File: config.mk
export PLATFORM = sky130hd
export DESIGN_NAME = mem_port_arbiter
export DESIGN_NICKNAME = d
export VERILOG_FILES = /design/src/rtl/arb_defs.sv /design/src/rtl/arb_pick.sv /design/src/rtl/mem_port_arbiter.sv
export SDC_FILE = /design/constraint.sdc
export NUM_CORES = 1
export LEC_CHECK = 0
export ABC_AREA = 1
export BUFFER_PORTS_ARGS = -buffer_cell sky130_fd_sc_hd__buf_4
export CORE_AREA = 2 2 109 111
export CTS_CLUSTER_SIZE = 30
export DETAILED_ROUTE_END_ITERATION = 12
export DIE_AREA = 0 0 111 113
export GPL_TIMING_DRIVEN = 0
export PLACE_DENSITY = 0.72
export SKIP_CTS_REPAIR_TIMING = 1
export SYNTH_ARGS = -nofsm -noshare
export SYNTH_HDL_FRONTEND = slang
export SYNTH_SLANG_ARGS = --single-unit
File: constraint.sdc
create_clock -name clk -period 3.8 [get_ports clk]
set_clock_uncertainty 0.1 [all_clocks]
set_input_delay 0.19 -clock clk [delete_from_list [all_inputs] [get_ports clk]]
set_output_delay 0.19 -clock clk [all_outputs]
set_load 0.03 [all_outputs]
File: src/rtl/arb_defs.sv
`default_nettype none
// ============================================================================
// Module      : arb_defs (package)
// Description : Shared encodings for the memory port arbiter: FSM states,
//               transaction owner, grant-vector bit positions and the
//               byte-enable patterns used by sb / sh / sw.
// Revision    : 1.0 - initial release
// ============================================================================
package arb_defs;

    // Arbiter FSM state (explicit 2-bit encoding)
    typedef enum logic [1:0] {
        IDLE = 2'd0,
        ADDR = 2'd1,
        WAIT = 2'd2
    } arbState_t;

    // Which requester owns the bus transaction
    typedef enum logic [1:0] {
        OWN_NONE = 2'd0,
        OWN_INST = 2'd1,
        OWN_DATA = 2'd2
    } owner_t;

    // Bit positions inside the grant vector produced by arb_pick
    localparam int GNT_INST = 0;
    localparam int GNT_DATA = 1;

    // Streak counter width; holds the largest legal MAX_DATA_STREAK (15)
    localparam int STREAK_W = 4;

    // Byte-enable patterns for byte / half / word stores
    localparam logic [3:0] WEN_B = 4'b0001;
    localparam logic [3:0] WEN_H = 4'b0011;
    localparam logic [3:0] WEN_W = 4'b1111;

endpackage
`default_nettype wire

File: src/rtl/arb_pick.sv
`default_nettype none
// ============================================================================
// Module      : arb_pick
// Description : Combinational priority decision. Data wins unless fetch is
//               pending and data has already used up its streak allowance.
//               At most one grant bit is ever set.
// Revision    : 1.0 - initial release
// ============================================================================
module arb_pick
    import arb_defs::*;
#(
    parameter int MAX_DATA_STREAK = 4
) (
    input  logic                inst_req,
    input  logic                data_req,
    input  logic [STREAK_W-1:0] streak,
    output logic [1:0]          grant
);

    localparam logic [STREAK_W-1:0] C_STREAK_MAX = STREAK_W'(MAX_DATA_STREAK);

    logic w_fetchDue;

    // Fetch is forced through once data has won C_STREAK_MAX times in a row
    always_comb begin
        w_fetchDue = inst_req && (streak == C_STREAK_MAX);
        grant      = 2'b00;
        if (data_req && !w_fetchDue) begin
            grant[GNT_DATA] = 1'b1;
        end else if (inst_req) begin
            grant[GNT_INST] = 1'b1;
        end
    end

endmodule
`default_nettype wire

File: src/rtl/mem_port_arbiter.sv
`default_nettype none
// ============================================================================
// Module      : mem_port_arbiter
// Description : Shares one SRAM-like bus master port between the fetch and
//               data requesters. One transaction in flight; data has priority
//               with a bounded streak so fetch cannot starve. Bus outputs come
//               only from registers latched at grant time.
// Revision    : 1.0 - initial release
// ============================================================================
module mem_port_arbiter
    import arb_defs::*;
#(
    parameter int ADDR_W          = 32,
    parameter int DATA_W          = 32,
    parameter int MAX_DATA_STREAK = 4
) (
    input  logic              clk,
    input  logic              rst,
    // fetch side
    input  logic              inst_req,
    input  logic [ADDR_W-1:0] inst_addr,
    output logic              inst_addr_ok,
    output logic              inst_data_ok,
    output logic [DATA_W-1:0] inst_rdata,
    // data side
    input  logic              data_req,
    input  logic              data_wr,
    input  logic [3:0]        data_wen,
    input  logic [ADDR_W-1:0] data_addr,
    input  logic [DATA_W-1:0] data_wdata,
    output logic              data_addr_ok,
    output logic              data_data_ok,
    output logic [DATA_W-1:0] data_rdata,
    // bus master port
    output logic              bus_req,
    output logic              bus_wr,
    output logic [3:0]        bus_wen,
    output logic [ADDR_W-1:0] bus_addr,
    output logic [DATA_W-1:0] bus_wdata,
    input  logic              bus_addr_ok,
    input  logic              bus_data_ok,
    input  logic [DATA_W-1:0] bus_rdata,
    // stall hints for the hazard unit
    output logic              inst_busy,
    output logic              data_busy
);

    localparam logic [STREAK_W-1:0] C_STREAK_MAX = STREAK_W'(MAX_DATA_STREAK);

    arbState_t           r_state;
    owner_t              r_owner;
    logic [ADDR_W-1:0]   r_addr;
    logic                r_wr;
    logic [3:0]          r_wen;
    logic [DATA_W-1:0]   r_wdata;
    logic [STREAK_W-1:0] r_streak;

    logic [1:0]          w_grant;
    logic                w_accept;
    logic                w_done;

    arb_pick #(
        .MAX_DATA_STREAK (MAX_DATA_STREAK)
    ) u_pick (
        .inst_req (inst_req),
        .data_req (data_req),
        .streak   (r_streak),
        .grant    (w_grant)
    );

    // Address handshake and completion qualifiers; a bus_data_ok outside
    // ADDR/WAIT (e.g. a straggler after reset) never reaches a requester
    always_comb begin
        w_accept = bus_addr_ok && (r_state == ADDR);
        w_done   = bus_data_ok && ((r_state == WAIT) || w_accept);
    end

    // Arbitration FSM: grant latching, handshake tracking, streak counting
    always_ff @(posedge clk) begin
        if (rst) begin
            r_state  <= IDLE;
            r_owner  <= OWN_NONE;
            r_addr   <= '0;
            r_wr     <= 1'b0;
            r_wen    <= 4'b0000;
            r_wdata  <= '0;
            r_streak <= '0;
        end else begin
            case (r_state)
                IDLE: begin
                    if (w_grant[GNT_DATA]) begin
                        r_owner <= OWN_DATA;
                        r_addr  <= data_addr;
                        r_wr    <= data_wr;
                        r_wen   <= data_wen;
                        r_wdata <= data_wdata;
                        r_state <= ADDR;
                    end else if (w_grant[GNT_INST]) begin
                        r_owner <= OWN_INST;
                        r_addr  <= inst_addr;
                        r_wr    <= 1'b0;
                        r_wen   <= 4'b0000;
                        r_wdata <= '0;
                        r_state <= ADDR;
                    end
                    // Streak only counts data wins that made fetch wait
                    if (!inst_req || w_grant[GNT_INST]) begin
                        r_streak <= '0;
                    end else if (w_grant[GNT_DATA] && (r_streak != C_STREAK_MAX)) begin
                        r_streak <= r_streak + 1'b1;
                    end
                end
                ADDR: begin
                    if (w_accept) begin
                        if (w_done) begin
                            r_state <= IDLE;
                            r_owner <= OWN_NONE;
                        end else begin
                            r_state <= WAIT;
                        end
                    end
                end
                WAIT: begin
                    if (bus_data_ok) begin
                        r_state <= IDLE;
                        r_owner <= OWN_NONE;
                    end
                end
                default: begin
                    r_state <= IDLE;
                    r_owner <= OWN_NONE;
                end
            endcase
        end
    end

    // Bus side is driven purely from the latched transaction
    always_comb begin
        bus_req   = (r_state == ADDR);
        bus_wr    = r_wr;
        bus_wen   = r_wen;
        bus_addr  = r_addr;
        bus_wdata = r_wdata;
    end

    // Handshake pulses steered to the owner only; read data fans out to both
    always_comb begin
        inst_addr_ok = w_accept && (r_owner == OWN_INST);
        data_addr_ok = w_accept && (r_owner == OWN_DATA);
        inst_data_ok = w_done   && (r_owner == OWN_INST);
        data_data_ok = w_done   && (r_owner == OWN_DATA);
        inst_rdata   = bus_rdata;
        data_rdata   = bus_rdata;
    end

    // Busy covers both the waiting request and the side's in-flight access
    always_comb begin
        inst_busy = inst_req || ((r_owner == OWN_INST) && (r_state != IDLE));
        data_busy = data_req || ((r_owner == OWN_DATA) && (r_state != IDLE));
    end

endmodule
`default_nettype wire

After elaboration in Yosys (flattened, before gate mapping)
Cells that the tools add are included.
{"block": "totals", "reg_bits": 77, "elab_cells": 66}
{"block": "op_classes", "n_mux": 23, "n_eq_ne": 10, "reduce_logical": 25, "add_sub_neg": 1}
{"cell": "2-to-1 mux 32 bit", "n": 4}
{"cell": "2-to-1 mux 2 bit", "n": 8}
{"cell": "2-to-1 mux 4 bit", "n": 4}
{"cell": "one-hot mux 2 bit (3 select lines)", "n": 2}
{"cell": "logical AND 1 bit", "n": 11}
{"cell": "nonzero test 2 bit", "n": 3}
{"cell": "2-to-1 mux 1 bit", "n": 5}
{"cell": "adder 4 x 1 -> 4 bit (second input constant)", "n": 1}
{"cell": "== test 2 x 1 -> 1 bit (second input constant)", "n": 2}
{"cell": "== test 2 bit (second input constant)", "n": 2}
{"cell": "== test 4 x 3 -> 1 bit (second input constant)", "n": 1}
{"cell": "logical OR 1 bit", "n": 4}
{"cell": "!= test 2 x 1 -> 1 bit (second input constant)", "n": 2}
{"cell": "!= test 4 x 3 -> 1 bit (second input constant)", "n": 1}
{"cell": "AND reduction 2 bit", "n": 2}
{"cell": "AND reduction 4 bit", "n": 1}
{"cell": "!= test 3 bit (second input constant)", "n": 1}
{"cell": "AND reduction 3 bit", "n": 1}
{"cell": "logical NOT 1 bit", "n": 2}
{"cell": "logical NOT 2 bit", "n": 1}
{"cell": "!= test 2 bit (second input constant)", "n": 1}

Logic depth before layout (Yosys ltp)
Gate-level depths: netlist of run 1.
{"block": "depth", "ltp_word": 8, "mapped_depth": 12}

Hierarchy
Synthesis of run 1 repeated with hierarchy kept, for this count alone.
{"block": "unflattened", "hier_cells": 496, "area_unflattened_um2": 3854.9}
{"module": "mem_port_arbiter", "seq_area_each_um2": 1541.5, "area_each_um2": 3802.4, "cells_each": 485, "n_inst": 1}
{"module": "arb_pick", "seq_area_each_um2": 0.0, "area_each_um2": 52.6, "cells_each": 11, "n_inst": 1}

Worst setup path after synthesis of run 1
No wires, ideal clock.
{"block": "synth_path", "path_kind": "flip-flop to output port", "start": "register r_owner[1]", "end": "output port data_busy", "required_time_ps": 3510, "t_arrival_ps": 1322, "path_buffers": 0, "slack_ps": 2188, "path_stages_with_launch": 4, "path_cell_list": "dfxtp_1 inv_1 or2_2 o21ai_0"}
{"block": "synth_between", "elab_chain_len": 3}
{"element": "start: declaration", "line_no": "mem_port_arbiter.sv:51", "source": "owner_t r_owner;"}
{"element": "start signal: assignment", "line_no": "mem_port_arbiter.sv:82", "source": "r_owner <= OWN_NONE;"}
{"element": "start signal: assignment", "line_no": "mem_port_arbiter.sv:92", "source": "r_owner <= OWN_DATA;"}
{"element": "start signal: assignment", "line_no": "mem_port_arbiter.sv:99", "source": "r_owner <= OWN_INST;"}
{"element": "== test 2 bit", "line_no": "mem_port_arbiter.sv:159", "source": "data_busy = data_req || ((r_owner == OWN_DATA) && (r_state != IDLE));"}
{"element": "logical AND 1 bit", "line_no": "mem_port_arbiter.sv:159"}
{"element": "logical OR 1 bit", "line_no": "mem_port_arbiter.sv:159"}
{"element": "end: declaration", "line_no": "mem_port_arbiter.sv:45", "source": "output logic data_busy"}
No other way between the ends.

Worst setup path in the final report of run 1
{"block": "layout_path", "start": "register r_streak[0]", "end": "register r_wdata[26], in the netlist bus_wdata[26]"}
{"block": "layout_between", "elab_chain_len": 7, "word_cells_on_any_way": 9, "cone_classes": "eq/ne: 1; mux: 3; reduce/logical: 5"}
{"element": "start: declaration", "line_no": "mem_port_arbiter.sv:56", "source": "logic [STREAK_W-1:0] r_streak;"}
{"element": "start signal: assignment", "line_no": "mem_port_arbiter.sv:110", "source": "r_streak <= r_streak + 1'b1;"}
{"element": "== test 4 x 3 -> 1 bit *", "line_no": "arb_pick.sv:26", "source": "w_fetchDue = inst_req && (streak == C_STREAK_MAX);"}
{"element": "logical AND 1 bit *", "line_no": "arb_pick.sv:26"}
{"element": "logical NOT 1 bit *", "line_no": "arb_pick.sv:28", "source": "if (data_req && !w_fetchDue) begin"}
{"element": "logical AND 1 bit *", "line_no": "arb_pick.sv:28"}
{"element": "2-to-1 mux 1 bit", "line_no": "arb_pick.sv:28"}
{"element": "nonzero test 2 bit (no line)"}
{"element": "AND reduction 2 bit (no line)"}
{"element": "end signal: assignment", "line_no": "mem_port_arbiter.sv:96", "source": "r_wdata <= data_wdata;"}
{"element": "end: declaration", "line_no": "mem_port_arbiter.sv:55", "source": "logic [DATA_W-1:0] r_wdata;"}
Mark *: on every way between the ends. The rest lies on a longest branch, timed or not.
A chain may end at the register's enable or synchronous reset.

==> results_dict.tcl, run 1 <==
set metrics [dict create \
    synth_seq_area_share_pct 39.1 \
    power_leakage_nw 3.42 \
    synth_top_family_by_area "simple AND/OR/NAND/NOR gates" \
    final.setup.tns_ns 0 \
    synth_top_area_share_pct 39.1 \
    whs_ns 0.00739 \
    cts.clk_slew.worst_paths_ns 0.07 \
    cp-start-kind "flop" \
    vias 4277 \
    yosysWarnings 0 \
    clockBufferDepth 2 \
    fin_crit_ns 1.97 \
    max_cap_viol_count 0 \
    drcViolationCount 0 \
    die_area_mm2 0.0125 \
    syn_inst 577 \
    final_cell_mix "buf_4, nand2_1, nor2_1, dfxtp_1, inv_1" \
    layout_commonest_cell "buf_4" \
    synth-xor-area-share_pct 0.666 \
    synthMuxAreaShare_pct 0 \
    die_height_um 113 \
    yosysTopAreaCell "dfxtp_1" \
    status "finished, final reports clean" \
    root_buffer "clkbuf_16" \
    final-setup-viol-count 0 \
    drt_iter0_drc 195 \
    final_max_slew_viol_count 0 \
    clock_latency_ns 0.32 \
    grt_max_degree 15 \
    hold_path.class "in -> reg" \
    ys_ff_latch 77 \
    die_w_um 111 \
    fin_crit_sh_pct 51.9 \
    gp_congestion 0.738 \
    fmax_ghz 0.507 \
    yosys.area_share.simple_pct 27.1 \
    synth_compound_area_share_pct 10.9 \
    grt_first_pass_wirelength_mm 19.7 \
    critPathMaxFanout 10 \
    crit_arrival_ns 2.12 \
    core_area_mm2 0.0113 \
    dp.cells 965 \
    start_util_pct 35.0 \
    yosysUniqueCellTypes 23 \
    worstSetupPathType "reg -> reg" \
    diodes 0 \
    ctsHtreeMaxLevel 3 \
    netlist_top_cells_area "dfxtp_1, nand2_1, buf_4" \
    worstMarginPinSlew_ns 0.485 \
    grt_pass1_vias 4016 \
    report.final.hold_viol_count 0 \
    clock-sinks 77 \
    synth_nets 718 \
    gr-total-overflow 0 \
    synth-adder-area-share_pct 0.635 \
    syn-cell-area_mm2 0.00394 \
    slew_headroom_pct 67.6 \
    place.port_buffers 245 \
    drive_gt1_share_pct 42.0 \
    io_pins 279 \
    fin_cells 982 \
    area_growth_pct 59.3 \
    routed_wl_mm 12.4 \
    r2r_slack_ns 1.83 \
    dp_hpwl_mm 9.61 \
    synth_area_per_cell_um2 6.83 \
    routed_via_density 4.36 \
    ir_worst_vdd_v 0.000321 \
    antenna_found_initial 0 \
    drt.antenna.violating_nets 0 \
    fin_nets 975 \
    worstSetupEndpointType "flop" \
    cts_buffers 9 \
    worstPathRequired_ns 3.95 \
    cts_tree "yes" \
    rsz0062_at_grt "false" \
    total_power_mw 2.99 \
    wl_per_cell_um 12.7 \
    pwr_density_cell_mw_per_mm2 476 \
    firstDrtPassIters 4 \
    rows 39 \
    grt.total_usage_pct 19.1 \
]
-- critical path, cell delays in order (launching register included) --
cell and delay [ns]:
dfxtp_1 0.35, inv_1 0.08, ha_1 0.19, nand2_1 0.05, inv_1 0.03, nand2_1 0.07, nand2_1 0.20, inv_2 0.20
clkbuf_1 0.36, nand2_1 0.10, a21oi_1 0.16
-- logic make-up (layout without fill, tap and decap cells) --
group	count (synthesis)	after routing
AOI/OAI and AO/OA	84	84
and+or+nand+nor	267	267
adders and majority gates	2	2
buffers and inverters	144	406
DFF	77	77
xor gates and xnor gates	3	3
-- per-stage QoR --
| stage | instance area, um2 | worst slack [ns] | utilization [%] |
|---|---|---|---|
| floorplan | 3940 | 2.19 | - |
| global placement | 5960 | 1.77 | 52.9 |
| detailed placement | 5960 | 1.76 | 52.9 |
| CTS | 6270 | 1.75 | 55.6 |
| global route | 6280 | 1.58 | 55.7 |
| finish | 6280 | 1.83 | 55.7 |
-- sequential cells by signal (all words and copies together), names as in the netlist --
name and flops:
bus_addr 32, bus_wdata 32, bus_wen 4, r_streak 4
r_owner 2, r_state 2, bus_wr 1
-- where the power goes --
part           internal, mW  leakage [nW]  switching [mW]
clock                 0.531         0.142           0.348
sequential            0.929         0.638          0.0635
combinational         0.452          2.64           0.665
-- final timing paths --
path | start | to | depth (start not counted)
worst max-delay path | r_streak[0]$_SDFFE_PP0P_ | bus_wdata[26]$_SDFFE_PP0P_ | 10
worst min-delay path | data_wen[3] | bus_wen[3]$_SDFFE_PP0P_ | 3
worst min register to register | r_owner[1]$_SDFFE_PP0P_ | r_owner[1]$_SDFFE_PP0P_ | 2
worst max register to register | r_streak[0]$_SDFFE_PP0P_ | bus_wdata[26]$_SDFFE_PP0P_ | 10
-- cell usage after synthesis --
cell type  instances
clkbuf_1           8
buf_4             71
ha_1               2
o21ai_1           16
nor2_1            80
nor3_1             1
nand2_1          145
xor2_1             3
o21bai_1           1
nand4_1            1
buf_2             11
inv_1             45
nand3_1           37
inv_2              2
o21ai_0           23
buf_1              3
a21oi_1           41
or2_2              1
dfxtp_1           77
nor2_4             2
buf_6              4
o21a_1             1
o211ai_1           2
-- cell type report --
type	instances	area (um2)
clock buffer	10	239
timing repair buffer	246	1850
clock inverter	6	70.1
inverter	47	176
buffer	97	674
fill	1135	4990
multi-input combinational	356	1550
sequential	77	1540
tap	143	179
-- routing by layer --
| metal | global-route usage, % | up-vias | part of all wire (%) |
|---|---|---|---|
| li1 | - | 2247 | - |
| met1 | 23.3 | 1868 | 43 |
| met2 | 33.0 | 155 | 49 |
| met3 | 6.53 | 7 | 8.0 |
| met4 | 3.75 | 0 | 0.59 |
| met5 | 0 | - | 0 |
Note: power is estimated with default switching activity, not from simulation.
==> run 2, diff against run 1 <==
--- a/config.mk
+++ b/config.mk
@@ -7,12 +7,12 @@
 export LEC_CHECK = 0
 export ABC_AREA = 1
 export BUFFER_PORTS_ARGS = -buffer_cell sky130_fd_sc_hd__buf_4
-export CORE_AREA = 2 2 109 111
+export CORE_MARGIN = 2
+export CORE_UTILIZATION = 37
 export CTS_CLUSTER_SIZE = 30
 export DETAILED_ROUTE_END_ITERATION = 12
-export DIE_AREA = 0 0 111 113
 export GPL_TIMING_DRIVEN = 0
-export PLACE_DENSITY = 0.72
+export PLACE_DENSITY = 0.78
 export SKIP_CTS_REPAIR_TIMING = 1
 export SYNTH_ARGS = -nofsm -noshare
 export SYNTH_HDL_FRONTEND = slang
==> constraint.sdc (replaced) <==
create_clock -name clk -period 1.7 [get_ports clk]
set_clock_uncertainty 0.1 [all_clocks]
set_input_delay 0.085 -clock clk [delete_from_list [all_inputs] [get_ports clk]]
set_output_delay 0.085 -clock clk [all_outputs]
set_load 0.03 [all_outputs]
==> run 2 against run 1 <==
Compared with the run above: the flow now finishes with violations (negative hold slack); power up 110%; cell area up 15%; combinational power up 150%; routed wire length up 18%; final cell count up 9.4%; die area down 8.3%; via count up 14%; highest routed layer unchanged.
==> results_dict.tcl, run 2 (same netlist as run 1, synthesis figures left out) <==
set metrics [dict create \
    clock_latency_ns 0.34 \
    final_cell_mix "buf_4, nand2_1, dlygate4sd3_1, nor2_1, dfxtp_1" \
    worstSetupEndpointType "flop" \
    grt_first_pass_wirelength_mm 18.3 \
    clock-sinks 77 \
    cp_top_family "buffers and inverters" \
    final_max_slew_viol_count 0 \
    min_from "inst_addr[10]" \
    critPathMaxFanout 10 \
    final_util_pct 69.9 \
    total_power_mw 6.38 \
    fin_crit_ns 1.60 \
    firstDrtPassIters 4 \
    antenna_found_initial 0 \
    place.port_buffers 245 \
    cts.clk_slew.worst_paths_ns 0.09 \
    ir_worst_vdd_v 0.000580 \
    pre_cts_slack_ns -0.313 \
    cp_slowest_cell "dfxtp_2" \
    worstSetupPathType "reg -> reg" \
    dp_hpwl_mm 9.30 \
    routed_wl_mm 14.7 \
    hold_path.class "in -> reg" \
    status "complete, but fails checks" \
    cts_buffers 9 \
    drive_gt1_share_pct 39.2 \
    start_util_pct 38.2 \
    drcViolationCount 0 \
    power_leakage_nw 3.81 \
    cp-start-kind "flop" \
    wl_per_cell_um 13.7 \
    r2r_start "r_streak[0]$_SDFFE_PP0P_" \
    routed_via_density 4.55 \
    pwr_density_cell_mw_per_mm2 885 \
    grt_max_degree 15 \
    crit_chain "inv_1 -> ha_1 -> nand2_1 -> inv_1 -> nand2_2 -> nand2_4 -> inv_8 -> buf_8 -> buf_8 -> nand2_1 -> a21oi_1" \
    cts_tree "yes" \
    grt.total_usage_pct 19.6 \
    slew_headroom_pct 70.0 \
    hold_depth 5 \
    core_area_mm2 0.0103 \
    cp_slowest_stage_delay_ns 0.34 \
    violations "negative hold slack" \
    drt_iter0_drc 299 \
    vias 4892 \
    clockBufferDepth 2 \
    grt_pass1_vias 3933 \
    whs_ns -0.0462 \
    gr-total-overflow 0 \
    rows 37 \
    report.final.hold_viol_count 3 \
    layout_commonest_cell "buf_4" \
    die_height_um 107 \
    r2r-end "bus_wdata[12]$_SDFFE_PP0P_" \
    max_cap_viol_count 0 \
    gp_congestion 0.769 \
    r2r_slack_ns 0.1 \
    die_w_um 107 \
    crit_buf_inv 5 \
    worstPathRequired_ns 1.87 \
    die_area_mm2 0.0115 \
    ctsHtreeMaxLevel 3 \
    crit_arrival_ns 1.78 \
    drt.antenna.violating_nets 0 \
    fin_nets 1074 \
    diodes 0 \
    io_pins 279 \
    final-setup-viol-count 0 \
    timing.final.ws_setup_ns 0.0965 \
    worstMarginPinSlew_ns 0.450 \
    fmax_ghz 0.624 \
    area_growth_pct 82.9 \
    root_buffer "clkbuf_8" \
    r2r_cells 11 \
    fin_crit_sh_pct 94.3 \
    hold_end "bus_addr[10]$_SDFFE_PP0P_" \
]
## run 2: per-stage QoR
step	instance area [um2]	std cells	hold slack, ns	setup TNS [ns]
after CTS	6150	974	-0.128	-15.65
after detailed placement	5950	958	0.244	-14.14
after floorplan	3940	577	0.126	0
final	7210	1074	-0.0462	0
after global placement	5950	958	0.236	-13.28
after global routing	7210	1074	0.00177	-0.0791
## run 2: report_power, final
group          total (mW)  switching (mW)  leakage (nW)  internal [mW]
combinational        2.76            1.57          3.08           1.18
sequential           2.23           0.152         0.639           2.08
clock                1.40           0.708        0.0931          0.689
## run 2: per-layer routing
layer | vias to the layer above | global-route usage (%) | part of all wire (%)
li1 | 2445 | - | -
met1 | 2202 | 23.1 | 38
met2 | 221 | 34.2 | 51
met3 | 24 | 6.38 | 9.2
met4 | 0 | 5.10 | 1.7
met5 | - | 0 | 0
## run 2: cell type report
class | count | area [um2]
Fill cell | 818 | 3110
Sequential cell | 77 | 1550
Buffer | 97 | 703
Multi-Input combinational cell | 356 | 1580
Timing Repair Buffer | 345 | 2830
Tap cell | 136 | 170
Clock buffer | 10 | 128
Clock inverter | 6 | 71.3
Inverter | 47 | 184
## run 2: worst reg2reg max path: stages, from the launching register on
cell and delay (ns):
dfxtp_2 0.34, inv_1 0.06, ha_1 0.19, nand2_1 0.05, inv_1 0.04, nand2_2 0.09, nand2_4 0.10, inv_8 0.10
buf_8 0.13, buf_8 0.13, nand2_1 0.06, a21oi_1 0.13
## run 2: worst max-delay path by stage
stage,startpoint,endpoint,slack (ns),cells past startpoint
2_1_floorplan,r_streak[0]$_SDFFE_PP0P_,bus_wdata[25]$_SDFFE_PP0P_,0.16,10
3_3_place_gp,r_streak[0]$_SDFFE_PP0P_,bus_wen[1]$_SDFFE_PP0P_,-0.29,10
3_5_place_dp,r_streak[0]$_SDFFE_PP0P_,bus_wen[3]$_SDFFE_PP0P_,-0.31,10
4_1_cts,r_streak[0]$_SDFFE_PP0P_,bus_wen[3]$_SDFFE_PP0P_,-0.33,10
5_1_grt,r_streak[0]$_SDFFE_PP0P_,bus_wdata[11]$_SDFFE_PP0P_,-0.02,11
6_report,r_streak[0]$_SDFFE_PP0P_,bus_wdata[12]$_SDFFE_PP0P_,0.1,11
